`src/rtl/apb_intercon_rr_if.sv`:
```
// APB bundle shared by the core side (one lane per master) and the slave side
// (one request lane, one response lane per slave) of apb_intercon_rr.
interface apb_intercon_rr_if #(
    parameter int unsigned NumAddr   = 1,
    parameter int unsigned NumSel    = 1,
    parameter int unsigned NumResp   = 1,
    parameter int unsigned AddrWidth = 16,
    parameter int unsigned DataWidth = 16
);
    logic [NumAddr-1:0][AddrWidth-1:0] paddr;
    logic [NumAddr-1:0]                pwrite;
    logic [NumAddr-1:0]                penable;
    logic [NumAddr-1:0][DataWidth-1:0] pwdata;
    logic [NumSel-1:0]                 psel;
    logic [NumResp-1:0][DataWidth-1:0] prdata;
    logic [NumResp-1:0]                pready;
    logic [NumResp-1:0]                pslverr;

    modport master (
        output paddr, pwrite, penable, pwdata, psel,
        input  prdata, pready, pslverr
    );

    modport slave (
        input  paddr, pwrite, penable, pwdata, psel,
        output prdata, pready, pslverr
    );
endinterface

```
`src/rtl/apb_intercon_rr.sv`:
```
// Round-robin APB interconnect: MASTER_PORTS cores share one slave bus, one transfer in flight.
// Define APB_INTERCON_TIMEOUT_EN to abort ACCESS after TIMEOUT_CYCLES cycles without PREADY.
module apb_intercon_rr #(
    parameter int unsigned MASTER_PORTS   = 4,
    parameter int unsigned SLAVE_PORTS    = 4,
    parameter int unsigned BUS_WIDTH      = 16,
    parameter int unsigned DATA_WIDTH     = 16,
    parameter int unsigned ADDR_MSB       = 7,
    parameter int unsigned ADDR_LSB       = 4,
    parameter int unsigned TIMEOUT_CYCLES = 255
) (
    input logic               clk,
    input logic               reset,
    apb_intercon_rr_if.slave  s_bus,
    apb_intercon_rr_if.master m_bus
);
    localparam int unsigned MW = (MASTER_PORTS > 1) ? $clog2(MASTER_PORTS) : 1;
    localparam int unsigned SW = (SLAVE_PORTS > 1) ? $clog2(SLAVE_PORTS) : 1;
    localparam int unsigned IW = ADDR_MSB - ADDR_LSB + 1;

    typedef enum logic [1:0] {StIdle, StSetup, StAccess} state_e;

    state_e                                 state_q;
    logic [MW-1:0]                          grant_q, last_grant_q;
    logic [SW-1:0]                          sidx_q;
    logic                                   dec_err_q;
    logic [SLAVE_PORTS-1:0]                 m_psel_q;
    logic                                   m_penable_q, m_pwrite_q;
    logic [BUS_WIDTH-1:0]                   m_paddr_q;
    logic [DATA_WIDTH-1:0]                  m_pwdata_q;
    logic [MASTER_PORTS-1:0]                s_pready_q, s_pslverr_q;
    logic [MASTER_PORTS-1:0][DATA_WIDTH-1:0] s_prdata_q;

    logic                   req_any;
    logic [MW-1:0]          win, cand;
    int unsigned            cand_n;
    logic [BUS_WIDTH-1:0]   win_addr;
    logic [IW-1:0]          win_idx;
    logic                   win_dec_err;
    logic [SLAVE_PORTS-1:0] win_sel;

    // PENABLE from the cores plays no part in arbitration.
    logic [MASTER_PORTS-1:0] unused_penable;
    assign unused_penable = s_bus.penable;

`ifdef APB_INTERCON_TIMEOUT_EN
    localparam int unsigned CW = $clog2(TIMEOUT_CYCLES + 1);
    logic [CW-1:0] tmo_q;
`else
    logic [31:0] unused_tmo;
    assign unused_tmo = TIMEOUT_CYCLES;
`endif

    // Search starts one past the last grant so every requester is served in turn.
    always_comb begin
        req_any = 1'b0;
        win     = last_grant_q;
        cand    = '0;
        cand_n  = 0;
        for (int unsigned i = 1; i <= MASTER_PORTS; i++) begin
            cand_n = 32'(last_grant_q) + i;
            if (cand_n >= MASTER_PORTS) cand_n = cand_n - MASTER_PORTS;
            cand = MW'(cand_n);
            if (!req_any && s_bus.psel[cand]) begin
                req_any = 1'b1;
                win     = cand;
            end
        end
    end

    always_comb begin
        win_addr    = s_bus.paddr[win];
        win_idx     = win_addr[ADDR_MSB:ADDR_LSB];
        win_dec_err = (32'(win_idx) >= SLAVE_PORTS);
        win_sel     = '0;
        for (int unsigned j = 0; j < SLAVE_PORTS; j++) win_sel[j] = (32'(win_idx) == j);
    end

    always_ff @(posedge clk or negedge reset) begin
        if (!reset) begin
            state_q      <= StIdle;
            grant_q      <= '0;
            last_grant_q <= MW'(MASTER_PORTS - 1);
            sidx_q       <= '0;
            dec_err_q    <= 1'b0;
            m_psel_q     <= '0;
            m_penable_q  <= 1'b0;
            m_pwrite_q   <= 1'b0;
            m_paddr_q    <= '0;
            m_pwdata_q   <= '0;
            s_pready_q   <= '0;
            s_pslverr_q  <= '0;
            s_prdata_q   <= '0;
`ifdef APB_INTERCON_TIMEOUT_EN
            tmo_q        <= '0;
`endif
        end else begin
            s_pready_q  <= '0;
            s_pslverr_q <= '0;
            case (state_q)
                StIdle: begin
                    if (req_any) begin
                        grant_q      <= win;
                        last_grant_q <= win;
                        sidx_q       <= SW'(win_idx);
                        dec_err_q    <= win_dec_err;
                        m_psel_q     <= win_sel;
                        m_paddr_q    <= win_addr;
                        m_pwrite_q   <= s_bus.pwrite[win];
                        m_pwdata_q   <= s_bus.pwdata[win];
                        state_q      <= StSetup;
                    end
                end
                StSetup: begin
                    if (dec_err_q) begin
                        s_pready_q[grant_q]  <= 1'b1;
                        s_pslverr_q[grant_q] <= 1'b1;
                        s_prdata_q[grant_q]  <= '0;
                        m_paddr_q            <= '0;
                        m_pwrite_q           <= 1'b0;
                        m_pwdata_q           <= '0;
                        state_q              <= StIdle;
                    end else begin
                        m_penable_q <= 1'b1;
`ifdef APB_INTERCON_TIMEOUT_EN
                        tmo_q       <= '0;
`endif
                        state_q     <= StAccess;
                    end
                end
                StAccess: begin
                    if (m_bus.pready[sidx_q]) begin
                        s_pready_q[grant_q]  <= 1'b1;
                        s_pslverr_q[grant_q] <= m_bus.pslverr[sidx_q];
                        s_prdata_q[grant_q]  <= m_pwrite_q ? '0 : m_bus.prdata[sidx_q];
                        m_psel_q             <= '0;
                        m_penable_q          <= 1'b0;
                        m_paddr_q            <= '0;
                        m_pwrite_q           <= 1'b0;
                        m_pwdata_q           <= '0;
                        state_q              <= StIdle;
                    end
`ifdef APB_INTERCON_TIMEOUT_EN
                    else if (tmo_q == CW'(TIMEOUT_CYCLES - 1)) begin
                        s_pready_q[grant_q]  <= 1'b1;
                        s_pslverr_q[grant_q] <= 1'b1;
                        s_prdata_q[grant_q]  <= '0;
                        m_psel_q             <= '0;
                        m_penable_q          <= 1'b0;
                        m_paddr_q            <= '0;
                        m_pwrite_q           <= 1'b0;
                        m_pwdata_q           <= '0;
                        state_q              <= StIdle;
                    end else begin
                        tmo_q <= tmo_q + CW'(1);
                    end
`endif
                end
                default: state_q <= StIdle;
            endcase
        end
    end

    assign m_bus.psel       = m_psel_q;
    assign m_bus.penable[0] = m_penable_q;
    assign m_bus.pwrite[0]  = m_pwrite_q;
    assign m_bus.paddr[0]   = m_paddr_q;
    assign m_bus.pwdata[0]  = m_pwdata_q;
    assign s_bus.pready     = s_pready_q;
    assign s_bus.pslverr    = s_pslverr_q;
    assign s_bus.prdata     = s_prdata_q;
endmodule

```
`src/flat_wrapper.sv`:
```
// flat-port wrapper written by rule: the top's interface ports become plain ports
module apb_intercon_rr_flat 
#(
    parameter int unsigned MASTER_PORTS   = 4,
    parameter int unsigned SLAVE_PORTS    = 4,
    parameter int unsigned BUS_WIDTH      = 16,
    parameter int unsigned DATA_WIDTH     = 16,
    parameter int unsigned ADDR_MSB       = 7,
    parameter int unsigned ADDR_LSB       = 4,
    parameter int unsigned TIMEOUT_CYCLES = 255
)
  (clk, reset, s_bus_paddr, s_bus_pwrite, s_bus_penable, s_bus_pwdata, s_bus_psel, s_bus_prdata, s_bus_pready, s_bus_pslverr, m_bus_paddr, m_bus_pwrite, m_bus_penable, m_bus_pwdata, m_bus_psel, m_bus_prdata, m_bus_pready, m_bus_pslverr);
  apb_intercon_rr_if #(.NumAddr((4)), .NumSel((4)), .NumResp((4)), .AddrWidth((16)), .DataWidth((16))) s_bus_i ();
  apb_intercon_rr_if #(.NumAddr(1), .NumSel((4)), .NumResp((4)), .AddrWidth((16)), .DataWidth((16))) m_bus_i ();
  input logic clk;
  input logic reset;
  input wire logic [$bits(s_bus_i.paddr)-1:0] s_bus_paddr;
  input wire logic [$bits(s_bus_i.pwrite)-1:0] s_bus_pwrite;
  input wire logic [$bits(s_bus_i.penable)-1:0] s_bus_penable;
  input wire logic [$bits(s_bus_i.pwdata)-1:0] s_bus_pwdata;
  input wire logic [$bits(s_bus_i.psel)-1:0] s_bus_psel;
  output wire logic [$bits(s_bus_i.prdata)-1:0] s_bus_prdata;
  output wire logic [$bits(s_bus_i.pready)-1:0] s_bus_pready;
  output wire logic [$bits(s_bus_i.pslverr)-1:0] s_bus_pslverr;
  output wire logic [$bits(m_bus_i.paddr)-1:0] m_bus_paddr;
  output wire logic [$bits(m_bus_i.pwrite)-1:0] m_bus_pwrite;
  output wire logic [$bits(m_bus_i.penable)-1:0] m_bus_penable;
  output wire logic [$bits(m_bus_i.pwdata)-1:0] m_bus_pwdata;
  output wire logic [$bits(m_bus_i.psel)-1:0] m_bus_psel;
  input wire logic [$bits(m_bus_i.prdata)-1:0] m_bus_prdata;
  input wire logic [$bits(m_bus_i.pready)-1:0] m_bus_pready;
  input wire logic [$bits(m_bus_i.pslverr)-1:0] m_bus_pslverr;
  assign s_bus_i.paddr = s_bus_paddr;
  assign s_bus_i.pwrite = s_bus_pwrite;
  assign s_bus_i.penable = s_bus_penable;
  assign s_bus_i.pwdata = s_bus_pwdata;
  assign s_bus_i.psel = s_bus_psel;
  assign s_bus_prdata = s_bus_i.prdata;
  assign s_bus_pready = s_bus_i.pready;
  assign s_bus_pslverr = s_bus_i.pslverr;
  assign m_bus_paddr = m_bus_i.paddr;
  assign m_bus_pwrite = m_bus_i.pwrite;
  assign m_bus_penable = m_bus_i.penable;
  assign m_bus_pwdata = m_bus_i.pwdata;
  assign m_bus_psel = m_bus_i.psel;
  assign m_bus_i.prdata = m_bus_prdata;
  assign m_bus_i.pready = m_bus_pready;
  assign m_bus_i.pslverr = m_bus_pslverr;
  apb_intercon_rr #(.MASTER_PORTS(MASTER_PORTS), .SLAVE_PORTS(SLAVE_PORTS), .BUS_WIDTH(BUS_WIDTH), .DATA_WIDTH(DATA_WIDTH), .ADDR_MSB(ADDR_MSB), .ADDR_LSB(ADDR_LSB), .TIMEOUT_CYCLES(TIMEOUT_CYCLES)) u_core (.clk(clk), .reset(reset), .s_bus(s_bus_i), .m_bus(m_bus_i));
endmodule
```
`config.mk`:
```
export PLATFORM = sky130hd
export DESIGN_NAME = apb_intercon_rr_flat
export DESIGN_NICKNAME = d
export VERILOG_FILES = /design/src/rtl/apb_intercon_rr_if.sv /design/src/rtl/apb_intercon_rr.sv /design/src/flat_wrapper.sv
export SDC_FILE = /design/constraint.sdc
export NUM_CORES = 1
export LEC_CHECK = 0
export CAP_MARGIN = 5
export CORE_MARGIN = 1.5
export CORE_UTILIZATION = 40
export DETAILED_ROUTE_END_ITERATION = 16
export GPL_TIMING_DRIVEN = 0
export MAX_ROUTING_LAYER = met4
export PLACE_DENSITY = 0.81
export RECOVER_POWER = 100
export REMOVE_ABC_BUFFERS = 1
export SKIP_CTS_REPAIR_TIMING = 1
export SLEW_MARGIN = 20
export SYNTH_ARGS = -nofsm -noshare
export SYNTH_HDL_FRONTEND = slang
export SYNTH_SLANG_ARGS = --single-unit
```
`constraint.sdc`:
```
create_clock -name clk -period 6.09 [get_ports clk]
set_clock_uncertainty 0.1 [all_clocks]
set_input_delay 1.218 -clock clk [delete_from_list [all_inputs] [get_ports clk]]
set_output_delay 1.218 -clock clk [all_outputs]
set_load 0.03 [all_outputs]
```
Yosys cells after proc, flatten, opt, wreduce, memory -nomap -nowiden
Index checks and enable logic that the tools add are counted.
{"block": "totals", "ff_bits": 119, "in_bits": 214, "out_inout_bits": 110, "elab_cells": 132}
{"block": "op_classes", "n_addsub": 8, "magnitude_cmp": 13, "eq_ne": 9, "muxes": 65, "n_bitwise": 3, "reduce_logical": 18}
{"operator": "16-bit 2-to-1 mux", "count": 9}
{"operator": "64-bit 2-to-1 mux", "count": 2}
{"operator": "64-bit case mux with 2 select lines", "count": 1}
{"operator": "16-bit binary-select mux with 2-bit select", "count": 3}
{"operator": "16-bit case mux with 3 select lines", "count": 2}
{"operator": "64-bit AND", "count": 1}
{"operator": "64-bit bitwise mux", "count": 1}
{"operator": "64-bit NOT", "count": 1}
{"operator": "16-bit demux with 2-bit select", "count": 1}
{"operator": "4-bit case mux with 2 select lines", "count": 3}
{"operator": "2-bit 2-to-1 mux", "count": 11}
{"operator": "2-bit by 3-bit less-than comparator with 1-bit output, second input constant", "count": 7}
{"operator": "4-bit 2-to-1 mux", "count": 5}
{"operator": "1-bit 2-to-1 mux", "count": 16}
{"operator": "1-bit binary-select mux with 2-bit select", "count": 7}
{"operator": "3-bit greater-or-equal comparator, second input constant", "count": 3}
{"operator": "3-bit AND reduction", "count": 3}
{"operator": "4-bit by 2-bit == test with 1-bit output, second input constant", "count": 2}
{"operator": "4-bit by 3-bit greater-or-equal comparator with 1-bit output, second input constant", "count": 2}
{"operator": "2-bit by 1-bit subtractor with 2-bit output, second input constant", "count": 4}
{"operator": "2-bit by 2-bit adder with 3-bit output, second input constant", "count": 2}
{"operator": "2-bit by 1-bit inequality test with 1-bit output, second input constant", "count": 3}
{"operator": "2-bit case mux with 3 select lines", "count": 1}
{"operator": "2-bit by 3-bit adder with 4-bit output, second input constant", "count": 1}
{"operator": "18 further kinds", "count": 25}

Longest topological paths before layout
{"block": "logic_depth", "word_depth": 20, "ltp_mapped": 9, "depth_no_buf": 7}

Worst setup path before layout
No wires, ideal clock.
{"block": "synth_timing", "path_kind": "input to register", "start": "in s_bus_psel[1]", "end": "reg u_core.sidx_q[0]", "setup_ns": 0.125, "t_arrival_ns": 2.525, "slack_ns": 3.341, "path_stages": 6, "path_buffers": 1, "path_cell_list": "a21o_1 > a31oi_4 > buf_2 > mux2i_1 > mux2i_1 > mux2_2"}
{"block": "synth_between", "elab_chain_cells": 14}
{"element": "start: declaration", "line_no": "flat_wrapper.sv:21", "source": "input wire logic [$bits(s_bus_i.psel)-1:0] s_bus_psel;"}
{"element": "1-bit binary-select mux with 2-bit select", "line_no": "apb_intercon_rr.sv:64", "source": "if (!req_any && s_bus.psel[cand]) begin"}
{"element": "1-bit 2-to-1 mux (implied by the code)", "line_no": "apb_intercon_rr.sv:64"}
{"element": "1-bit 2-to-1 mux", "line_no": "apb_intercon_rr.sv:64"}
{"element": "1-bit logical NOT", "line_no": "apb_intercon_rr.sv:64"}
{"element": "1-bit logical AND", "line_no": "apb_intercon_rr.sv:64"}
{"element": "1-bit 2-to-1 mux", "line_no": "apb_intercon_rr.sv:64"}
{"element": "1-bit logical NOT", "line_no": "apb_intercon_rr.sv:64"}
{"element": "1-bit logical AND", "line_no": "apb_intercon_rr.sv:64"}
{"element": "1-bit 2-to-1 mux", "line_no": "apb_intercon_rr.sv:64"}
{"element": "1-bit logical NOT", "line_no": "apb_intercon_rr.sv:64"}
{"element": "1-bit logical AND", "line_no": "apb_intercon_rr.sv:64"}
{"element": "2-bit 2-to-1 mux", "line_no": "apb_intercon_rr.sv:64"}
{"element": "16-bit binary-select mux with 2-bit select", "line_no": "apb_intercon_rr.sv:72", "source": "win_addr = s_bus.paddr[win];"}
{"element": "16-bit 2-to-1 mux (implied by the code)", "line_no": "apb_intercon_rr.sv:72"}
{"element": "end signal: assignment", "line_no": "apb_intercon_rr.sv:105", "source": "sidx_q <= SW'(win_idx);"}
{"element": "end: declaration", "line_no": "apb_intercon_rr.sv:25", "source": "logic [SW-1:0] sidx_q;"}
Several ways; a longest one is shown, not always the timed one. The select of a mux whose other input is x is not followed.
A chain may end at the register's enable or synchronous reset.

Worst setup path after layout
{"block": "layout_timing", "start": "in s_bus_psel[1]", "end": "reg u_core.m_pwdata_q[13] (netlist: u_core.m_bus.pwdata[13])"}
{"block": "layout_between", "elab_chain_cells": 16}
{"element": "1-bit binary-select mux with 2-bit select", "line_no": "apb_intercon_rr.sv:64"}
{"element": "1-bit 2-to-1 mux (implied by the code)", "line_no": "apb_intercon_rr.sv:64"}
{"element": "1-bit 2-to-1 mux", "line_no": "apb_intercon_rr.sv:64"}
{"element": "1-bit logical NOT", "line_no": "apb_intercon_rr.sv:64"}
{"element": "1-bit logical AND", "line_no": "apb_intercon_rr.sv:64"}
{"element": "1-bit 2-to-1 mux", "line_no": "apb_intercon_rr.sv:64"}
{"element": "1-bit logical NOT", "line_no": "apb_intercon_rr.sv:64"}
{"element": "1-bit logical AND", "line_no": "apb_intercon_rr.sv:64"}
{"element": "1-bit 2-to-1 mux", "line_no": "apb_intercon_rr.sv:64"}
{"element": "1-bit logical NOT", "line_no": "apb_intercon_rr.sv:64"}
{"element": "1-bit logical AND", "line_no": "apb_intercon_rr.sv:64"}
{"element": "2-bit 2-to-1 mux", "line_no": "apb_intercon_rr.sv:64"}
{"element": "16-bit binary-select mux with 2-bit select", "line_no": "apb_intercon_rr.sv:110", "source": "m_pwdata_q <= s_bus.pwdata[win];"}
{"element": "16-bit 2-to-1 mux (implied by the code)", "line_no": "apb_intercon_rr.sv:110"}
{"element": "16-bit 2-to-1 mux", "line_no": "apb_intercon_rr.sv:102", "source": "if (req_any) begin"}
{"element": "16-bit case mux with 3 select lines", "line_no": "apb_intercon_rr.sv:100", "source": "case (state_q)"}
{"element": "end signal: assignment", "line_no": "apb_intercon_rr.sv:110"}
{"element": "end: declaration", "line_no": "apb_intercon_rr.sv:30", "source": "logic [DATA_WIDTH-1:0] m_pwdata_q;"}
Several ways; a longest one is shown, not always the timed one. The select of a mux whose other input is x is not followed.

==> metrics.yaml <==
ys_seq_area_share_pct: 48.6
relSlewSlack_pct: -112
grtUsageTotal_pct: 25.0
clock-root-buffer: "clkbuf_16"
cap_violations: 4
start_kind: "input port"
numCtsBuffers: 17
drt-total-wl_mm: 19.5
ctsHtreeMaxLevel: 4
synth-edff-count: 0
multi_input_area_um2: 2920
grt_pass1_wl_mm: 30.1
clkPwrFrac_pct: 19.6
routabilityCongestion: 0.802
syn_area_um2: 6130
crit_fanout: 19
worstHoldStart: "u_core.s_bus.prdata[41]$_DFFE_PN0P_"
nNetsFinal: 1081
drcViolationCount: 0
drive_gt1_share_pct: 8.45
drt_iter0_drc: 324
post-place-ws_ns: 2.14
finalMaxSlewViolations: 108
die_width_um: 127
cp-end-kind: "register"
cts_buffer_depth: 2
stdcell_area_um2: 10100
post-route-min-period_ns: 4.41
ir_worst_vdd_v: 0.000263
power_density_nw_per_um2: 503
antenna_cells: 0
r2r_start: "u_core.sidx_q[0]$_DFFE_PN0P_"
ios: 324
seqCellArea_um2: 2980
placed_cell_area_um2: 9580
core-area_um2: 15100
antenna_found_initial: 0
vias_per_cell: 5.23
syn_avg_cell_area_um2: 11.2
synth_flop_cell: "dfrtp_1"
critPathLaunch: "s_bus_psel[1]"
num_vias: 5570
clkSinkCount: 119
post-route-period-util_pct: 72.4
p_leak_uw: 0.00474
worst_skew_pair.late_latency_ns: 0.40
switching_share_pct: 43.3
cts_tree: "yes"
total_power_uw: 5080
first_pass_iters: 4
combinationalPowerShare_pct: 54.4
violations: "max-capacitance violations, max-slew violations"
fp-row-count: 45
setup_viol: 0
synth_top_area_share_pct: 47.8
p_sw_uw: 2200
dieArea_um2: 16100
fillerInstances: 1188
ys_types: 42
worstPathArrival_ns: 4.60
p_int_uw: 2880
cp.required_ns: 6.28
timing.hold.ws_ns: 0.373
place_hpwl_mm: 14.9
avgRoutedWirePerCell_um: 18.3
fmax_ghz: 0.227
ys_warn_count: 0
ys_async_sr_fraction_pct: 100
finalHoldViolations: 0
r2r_cells: 5
clkTransAtPathRegs_ns: 0.06
numPortBuffers: 319
fin_ws_ns: 1.68
rsz0062_at_grt: "false"
hold_class: "reg2reg"
overflow: 0
yosysTopAreaCell: "dfrtp_1"
synthCells: 549
yosysMostFrequentCell: "dfrtp_1"
ant_nets: 0
initial_utilization_pct: 40.6
grt_pass1_vias: 5852
crit_type: "in2reg"
worst_pin_slew_ns: 3.18
grt_max_degree: 64
hold_depth: 2
netlist_top_cells_area: "dfrtp_1 48%, mux2i_1 16%, mux4_2 6.6%, nand2_1 5.9%, o21ai_0 5.1%"
syn_to_final_growth_pct: 64.9
seq_power_share_pct: 26.0
yosys-top-cells-count: "117 x dfrtp_1, 100 x mux2i_1, 96 x nand2_1, 63 x o21ai_0, 33 x a22o_1"
status: "finished with violations"
die_h_um: 127
ys_ff_latch: 119
-- per-layer routing --
layer  part of all wire (%)  up-vias  track usage (%)
met1                     38     2688             26.8
met4                    1.9        0             8.09
met5                      0        -                -
met3                    7.7       25             7.30
met2                     52      229             44.7
li1                       -     2628                -
-- cell usage in the layout (no fill, tap or decap), types with 2 or more instances in the layout --
master,n
clkdlybuf4s50_1,206
dfrtp_1,116
dlygate4sd3_1,112
mux2i_1,100
nand2_1,97
o21ai_0,69
a22o_1,33
mux4_2,18
nor2_1,17
clkbuf_16,17
nand2b_1,8
o41ai_1,5
buf_16,5
buf_4,5
nor3_1,4
ha_1,4
clkinv_4,4
inv_6,4
inv_1,3
nor2b_1,3
a21o_1,3
a21oi_1,3
mux2_2,3
a2bb2oi_1,3
clkinvlp_4,3
o21ai_1,2
nand2_2,2
bufinv_16,2
clkbuf_1,2
dfstp_2,2
-- power by group through the flow --
stage | logic (uW) | registers [uW] | clock network [uW]
6_report | 2760 | 1320 | 997
3_5_place_dp | 2910 | 1340 | 0
5_1_grt | 2950 | 1370 | 1050
2_1_floorplan | 1260 | 1790 | 0
4_1_cts | 2910 | 1340 | 1010
3_3_place_gp | 2800 | 1330 | 0
-- final cells by class --
type | count | area share, %
Clock buffer | 17 | 4.21
Clock inverter | 15 | 1.67
Inverter | 3 | 0.111
Multi-Input combinational cell | 392 | 28.9
Sequential cell | 119 | 29.5
Tap cell | 188 | 2.33
Timing Repair Buffer | 330 | 33.3
-- worst paths after layout --
check / endpoint / slack (ns)
max in group asynchronous: u_core.sidx_q[0]$_DFFE_PN0P_ / 2.09
worst max-delay path: u_core.m_bus.pwdata[13]$_DFFE_PN0P_ / 1.68
min in group asynchronous: u_core.s_bus.prdata[55]$_DFFE_PN0P_ / 1.76
worst min register to register: u_core.s_bus.prdata[41]$_DFFE_PN0P_ / 0.37
worst max register to register: u_core.s_bus.prdata[58]$_DFFE_PN0P_ / 2.08
worst min-delay path: u_core.s_bus.prdata[41]$_DFFE_PN0P_ / 0.37
-- critical path, stage by stage --
cell,delay [ns]
dlygate4sd3_1,0.60
a21o_1,0.18
a31oi_1,0.37
clkbuf_1,0.99
buf_16,0.26
buf_16,0.18
buf_16,0.19
mux2i_1,0.28
mux2i_1,0.10
a22o_1,0.20
-- stage by stage --
stage / instances / TNS [ns] / util (%)
after floorplan: 514 / -0.803 / -
after global placement: 1021 / -181.09 / 62.0
after detailed placement: 1032 / 0 / 63.5
after CTS: 1064 / 0 / 67.4
after global routing: 1064 / 0 / 67.0
final: 1064 / 0 / 67.0
-- sequential cells by signal (all words and copies together), names as in the netlist --
register / count
u_core.s_bus.prdata: 64
u_core.m_bus.paddr: 16
u_core.m_bus.pwdata: 16
u_core.m_bus.psel: 4
u_core.s_bus.pready: 4
u_core.s_bus.pslverr: 4
u_core.grant_q: 2
u_core.last_grant_q: 2
u_core.sidx_q: 2
u_core.state_q: 2
u_core.dec_err_q: 1
u_core.m_bus.penable: 1
u_core.m_bus.pwrite: 1
-- cell families (layout without fill, tap and decap cells) --
kind of cell / Yosys count / count (layout) / share of synthesized area, %
adder cells (fa/ha/maj): 4 / 4 / 0.817
buffers and inverters: 38 / 365 / 3.41
flip-flops: 119 / 119 / 48.6
AO/OA/AOI/OAI: 124 / 124 / 13.6
AND/OR/NAND/NOR: 142 / 142 / 9.86
multiplexers: 122 / 122 / 23.7
(Power assumes the default switching activity.)
